### src/rtl/bcd_pkg.sv
// Shared types and constants for the sequential binary-to-BCD converter.
package bcd_pkg;

    typedef enum logic {IDLE, CONVERT} state_t;

    localparam logic [3:0] BCD_NINE = 4'h9;

    // Largest value representable in the given number of decimal digits.
    function automatic logic [31:0] max_dec(input int unsigned digits);
        logic [31:0] r;
        r = 32'd1;
        for (int unsigned i = 0; i < digits; i++) begin
            r = r * 32'd10;
        end
        return r - 32'd1;
    endfunction

endpackage

### src/rtl/bcd_add3.sv
// Single-digit double-dabble correction: add 3 to any digit of 5 or more.
module bcd_add3 (
    input  logic [3:0] digit_i,
    output logic [3:0] digit_o
);

    always_comb begin
        digit_o = digit_i;
        if (digit_i >= 4'd5) begin
            digit_o = digit_i + 4'd3;
        end
    end

endmodule

### src/rtl/bin_to_bcd_seq.sv
// Sequential binary-to-BCD converter, one double-dabble step per clock.
// The output register updates only on completion, so no partial result is visible.
module bin_to_bcd_seq
    import bcd_pkg::*;
#(
    parameter int BIN_W  = 14,
    parameter int DIGITS = 4
) (
    input  logic                  clk,
    input  logic                  reset,
    input  logic                  start,
    input  logic [BIN_W-1:0]      bin,
    output logic                  busy,
    output logic                  done,
    output logic [4*DIGITS-1:0]   bcd,
    output logic                  overflow
);

    localparam int CNT_W = $clog2(BIN_W + 1);
    localparam int SCR_W = 4 * DIGITS;

    state_t             state_q, state_d;
    logic [BIN_W-1:0]   shreg_q, shreg_d;
    logic [SCR_W-1:0]   scratch_q, scratch_d;
    logic [SCR_W-1:0]   adj;
    logic [CNT_W-1:0]   cnt_q, cnt_d;
    logic               ovf_pend_q, ovf_pend_d;
    logic [SCR_W-1:0]   bcd_q, bcd_d;
    logic               ovf_q, ovf_d;
    logic               done_q, done_d;
    logic               last_step;
    logic               in_range_ovf;

    for (genvar g = 0; g < DIGITS; g++) begin : g_add3
        bcd_add3 u_add3 (
            .digit_i (scratch_q[4*g +: 4]),
            .digit_o (adj[4*g +: 4])
        );
    end

    assign last_step    = (cnt_q == CNT_W'(1));
    assign in_range_ovf = (32'(bin) > max_dec(DIGITS));

    always_ff @(posedge clk) begin
        if (reset) begin
            state_q    <= IDLE;
            shreg_q    <= '0;
            scratch_q  <= '0;
            cnt_q      <= '0;
            ovf_pend_q <= 1'b0;
            bcd_q      <= '0;
            ovf_q      <= 1'b0;
            done_q     <= 1'b0;
        end else begin
            state_q    <= state_d;
            shreg_q    <= shreg_d;
            scratch_q  <= scratch_d;
            cnt_q      <= cnt_d;
            ovf_pend_q <= ovf_pend_d;
            bcd_q      <= bcd_d;
            ovf_q      <= ovf_d;
            done_q     <= done_d;
        end
    end

    always_comb begin
        state_d = state_q;
        unique case (state_q)
            IDLE:    if (start)     state_d = CONVERT;
            CONVERT: if (last_step) state_d = IDLE;
            default: state_d = IDLE;
        endcase
    end

    always_comb begin
        shreg_d    = shreg_q;
        scratch_d  = scratch_q;
        cnt_d      = cnt_q;
        ovf_pend_d = ovf_pend_q;
        bcd_d      = bcd_q;
        ovf_d      = ovf_q;
        done_d     = 1'b0;
        unique case (state_q)
            IDLE: begin
                if (start) begin
                    shreg_d    = bin;
                    scratch_d  = '0;
                    cnt_d      = CNT_W'(BIN_W);
                    ovf_pend_d = in_range_ovf;
                end
            end
            CONVERT: begin
                scratch_d = {adj[SCR_W-2:0], shreg_q[BIN_W-1]};
                shreg_d   = {shreg_q[BIN_W-2:0], 1'b0};
                cnt_d     = cnt_q - CNT_W'(1);
                // A carry out of the top digit only arises for out-of-range inputs.
                ovf_pend_d = ovf_pend_q | adj[SCR_W-1];
                if (last_step) begin
                    bcd_d  = ovf_pend_q ? {DIGITS{BCD_NINE}} : scratch_d;
                    ovf_d  = ovf_pend_q;
                    done_d = 1'b1;
                end
            end
            default: ;
        endcase
    end

    always_comb begin
        busy     = (state_q == CONVERT);
        done     = done_q;
        bcd      = bcd_q;
        overflow = ovf_q;
    end

endmodule

### config.mk
export PLATFORM = sky130hd
export DESIGN_NAME = bin_to_bcd_seq
export DESIGN_NICKNAME = d
export VERILOG_FILES = /design/src/rtl/bcd_pkg.sv /design/src/rtl/bcd_add3.sv /design/src/rtl/bin_to_bcd_seq.sv
export SDC_FILE = /design/constraint.sdc
export NUM_CORES = 1
export LEC_CHECK = 0
export ABC_AREA = 1
export ABC_CLOCK_PERIOD_IN_PS = 1900
export CAP_MARGIN = 10
export CORE_ASPECT_RATIO = 1.75
export CORE_MARGIN = 8
export CORE_UTILIZATION = 54
export CTS_CLUSTER_DIAMETER = 50
export DETAILED_ROUTE_END_ITERATION = 10
export PLACE_DENSITY = 0.77
export SETUP_SLACK_MARGIN = 0.1
export SYNTH_ARGS = -nofsm -noshare
export SYNTH_HDL_FRONTEND = slang
export SYNTH_SLANG_ARGS = --single-unit
### constraint.sdc
create_clock -name clk -period 1.9 [get_ports clk]
set_input_delay 0.285 -clock clk [delete_from_list [all_inputs] [get_ports clk]]
set_output_delay 0.285 -clock clk [all_outputs]
set_load 0.01 [all_outputs]
Word-level counts from Yosys, hierarchy flattened
Cells that the tools add are included.

Flip-flop bits (word level): 54. Input port bits: 17. Logic and storage cells: 41.

Add/subtract/negate cells: 5. Magnitude comparators: 5. Equality and inequality tests: 2. Muxes and demuxes: 17. Bitwise operators: 2. Reduce and logical (&&, ||, !) cells: 2.

Operator list (number): $mux W16 (2); $pmux W16 S2 (1); $pmux W14 S2 (1); $mux W4 (5); $add A4 B2 Y4 const B (4); $ge A4 B3 Y1 const B (4); $gt A14 B14 Y1 const B (1); $mux W14 (1); $pmux W4 S2 (1); $eq A4 B1 Y1 const B (1); $mux W1 (4); $pmux W1 S2 (2); $sub A4 B1 Y4 const B (1); $ne A2 B2 Y1 const B (1); $reduce_and A2 Y1 (1); $reduce_or A2 Y1 (1); $not A1 Y1 (1); $or A1 B1 Y1 (1).

Logic depth before layout (Yosys ltp)
Word-level depth: 4. Mapped depth: 11. Depth with buffers taken out: 11.

Hierarchy
A second synthesis with hierarchy kept.

Cell total of the unflattened synthesis: 383. Area total of the unflattened synthesis: 2656.3 um^2.

By module, submodules not included: bin_to_bcd_seq (instances 1, cells an instance 291, area each 2115.8 um^2, sequential area each 1081.0 um^2); bcd_add3 (instances 4, cells an instance 23, area each 135.1 um^2, sequential area each 0.0 um^2).

Worst setup path before layout
Ideal clock, no wire load.

Path type: reg-to-reg. From: register scratch_q[0]. To: register scratch_q[1]. Library setup time: 0.070 ns. Arrival time: 1.255 ns. Required time: 1.830 ns. Setup slack: 0.575 ns. Stages on the path, launching flop included: 9. Path buffers: 0. Clock period less this slack: 1.325 ns. Cells stage by stage: dfxtp_1 inv_1 ha_1 inv_1 o21ai_0 nand2_1 nand2_1 nand3_1 a21oi_1.

Cells in the longest elaborated chain, start to end: 3.

RTL lines: start, declared (RTL line bin_to_bcd_seq.sv:24) `logic [SCR_W-1:0] scratch_q, scratch_d;`; start signal, assigned (RTL line bin_to_bcd_seq.sv:57) `scratch_q <= scratch_d;`; $add A4 B2 Y4 / $ge A4 B3 Y1 (equally long branches) (RTL line bcd_add3.sv:10, bcd_add3.sv:9); $mux W4 (*) (RTL line bcd_add3.sv:9) `if (digit_i >= 4'd5) begin`; $pmux W16 S2 (*) (RTL line bin_to_bcd_seq.sv:83) `unique case (state_q)`.

Mark *: on every way between the ends. The rest lies on a longest branch, timed or not. A chain may end at the register's enable or synchronous reset.

Worst setup path after layout
From: register state_q, in the netlist busy. To: output busy.

RTL lines: start, declared (RTL line bin_to_bcd_seq.sv:22) `state_t state_q, state_d;`; start signal, assigned (RTL line bin_to_bcd_seq.sv:55) `state_q <= state_d;`; end, declared (RTL line bin_to_bcd_seq.sv:13) `output logic busy,`.

No word-level cell between the ends.

==> key figures <==
Flow run
  • Max-cap violations: 0

Layout
  • NumNets Final: 441
  • Final core occ: 66.2%
  • Fillers: 412
  • Layout cells sized above 1: 4.84%
  • N_diodes: 0
  • Finished Cell Area: 3090 µm²
  • Synth-to-layout area growth: 17.8%

Synthesis
  • Ys Warns: 0
  • Post-synth ARST share: 0%
  • Syn nets: 407
  • Post-synth EDFFs: 0
  • #FFs+latches synth: 54
  • Syn Std Cell Area: 2620 µm²
  • Most common cell in the netlist: nand2_1
  • Top-area cell type share of the netlist area: 41.2%
  • Top_reg_cell synth: dfxtp_1
  • Area leader, netlist: dfxtp_1
  • Synth cell count leaders: 119 x nand2_1, 54 x dfxtp_1, 51 x inv_1
  • Synth area leaders: dfxtp_1 41%, nand2_1 17%, inv_1 7.3%, nand3_1 6.3%, ha_1 4.8%
  • Mapped Cells: 380
  • Cell variety after synth: 24
  • Avg Cell Area, Syn: 6.90 µm²
  • Register area share after synthesis: 41.2%

Critical path
  • CP Buf/Inv Count: 1
  • WS Path Type: flop to output port
  • CP peak stage delay: 590 ps
  • Critical path data arrival time: 1360 ps
  • R2R setup slack: 370 ps
  • Top fanout value on the critical path: 5
  • CP max-delay cell: clkdlybuf4s50_1
  • Critical path, cell by cell: clkdlybuf4s50_1
  • Critical path endpoint category: output port
  • Cell family with most CP delay: buffers and inverters
  • Worst EP required: 1620 ps
  • Setup crit start kind: flop

STA
  • Worst Tran Pin Value: 394 ps
  • Worst Skew: 6.52 ps
  • Slew Limit Fails: 0
  • Final Hold Viols: 0
  • Final worst path period share: 86.7%
  • Slew Limit Headroom: 73.5%
  • Setup TNS: 0 ps
  • Final setup viols: 0
  • FMAX: 607 MHz
  • RSZ-0062 raised after global routing: no
  • Fin crit period: 1650 ps

Clock tree
  • Clk_lat worst skew: 300 ps
  • Post-CTS setup buffer count: 0
  • Cts repair resizes: 0
  • # clock sinks: 54
  • CTS tree: built
  • Cts hold-fix bufs: 0
  • # H-tree levels: 2
  • TritonCTS buffer count: 5
  • Worst-path clk slew: 90 ps
  • CTS root buf: clkbuf_8
  • Clock tree buffer depth: 2

Routing
  • Post-DR wirelength/cell: 12.5 µm
  • DRT Pass-1 Iters: 4
  • WL final: 5820 µm
  • Vias per cell: 5.29
  • Via count: 2459
  • Initial drt markers: 159
  • Post-DRT Antenna Nets: 0
  • DR DRC count: 0

Global route
  • Initial antenna violation count: 0
  • GRT Total Usage: 17.2%
  • Largest net degree at the start of global routing: 26
  • Global route overflow: 0
  • First-pass GRT wire length: 10100 µm
  • Number of global-route vias before repair: 2411

Pwr
  • Static leakage: 1.41 nW
  • Peak supply drop: 638 µV
  • Sequential share of power: 58.0%
  • Comb pwr share: 11.5%
  • Final Power: 2.06 mW
  • Sw Pwr: 508 µW
  • Pint: 1.55 mW
  • Power Density: 667 nW/µm²
  • Sw Share: 24.7%
  • Clock network power share: 30.5%

Floorplanning
  • Floorplan row count: 33
  • Die Span X: 68.7 µm
  • Die Y: 108 µm
  • Floorplan core area: 4670 µm²
  • IO Pins: 36
  • Starting Density: 56.2%
  • Die outline area: 7430 µm²

Place
  • Dpl cell area: 3000 µm²
  • Port bufs: 35
  • HPWL Detailed: 4290 µm
  • Routability cong.: 0.822

Worst hold path
  • HP Class: flop to flop

Outcome
  • Status: completed
-- path summary, 6_finish.rpt --
path                                    from           end  cells after the start
worst min register to register       bcd[10]       bcd[10]                      2
worst max-delay path                    busy          busy                      1
worst min-delay path                 bcd[10]       bcd[10]                      2
worst max register to register  scratch_q[8]  scratch_q[9]                      8
-- metal layers --
layer	share of wire (%)	GRT usage, %	vias to the layer above
met2	53	31.7	58
met5	0	0	-
met4	2.9	7.36	0
met1	39	17.6	1116
met3	4.8	3.42	13
li1	-	-	1272
-- cell usage in the layout, fill, tap and decap left out, types with 7 or more instances in the layout --
cell	count
a21oi_1	23
a22oi_1	7
clkdlybuf4s50_1	35
dfxtp_1	54
ha_1	10
inv_1	51
nand2_1	119
nand3_1	33
nor2_1	22
o21ai_0	24
o21ai_1	11
-- per-stage QoR --
| step | instances | setup slack, ps | hold WS [ps] |
|---|---|---|---|
| floorplan | 380 | 575 | 428 |
| global placement | 459 | 385 | 442 |
| detailed placement | 459 | 360 | 448 |
| CTS | 465 | 229 | 461 |
| global route | 465 | 124 | 482 |
| finish | 465 | 252 | 458 |
-- power groups by stage --
stage,clock network [mW],logic (mW),registers (mW)
final,0.628,0.236,1.19
after global routing,0.672,0.267,1.20
after CTS,0.639,0.239,1.19
after detailed placement,0,0.237,1.22
after global placement,0,0.232,1.22
after floorplan,0,0.148,1.22
-- kinds of logic (layout without fill, tap and decap cells) --
logic type / after synthesis / in the layout / share of synthesized area [%]
DFF: 54 / 54 / 41.2
adders and majority gates: 10 / 10 / 4.77
and+or+nand+nor: 181 / 181 / 29.5
buffers and inverters: 67 / 100 / 10.5
AOI/OAI and AO/OA: 68 / 68 / 14.0
-- state kept, by name, indices dropped and copies added, names as in the netlist --
name / flops
shreg_q: 14
bcd: 16
scratch_q: 16
cnt_q: 4
overflow: 1
done: 1
ovf_pend_q: 1
busy: 1
-- final cells by class --
type | instances | area (µm²) | share of cell area, %
repair buffers | 41 | 395 | 12.8
inverters | 53 | 199 | 6.45
multi-input cells | 259 | 1260 | 40.9
well taps | 52 | 65.1 | 2.11
flip-flops and latches | 54 | 1080 | 35.0
clock buffers | 6 | 82.6 | 2.68
Power figures use the tool's default switching activity.
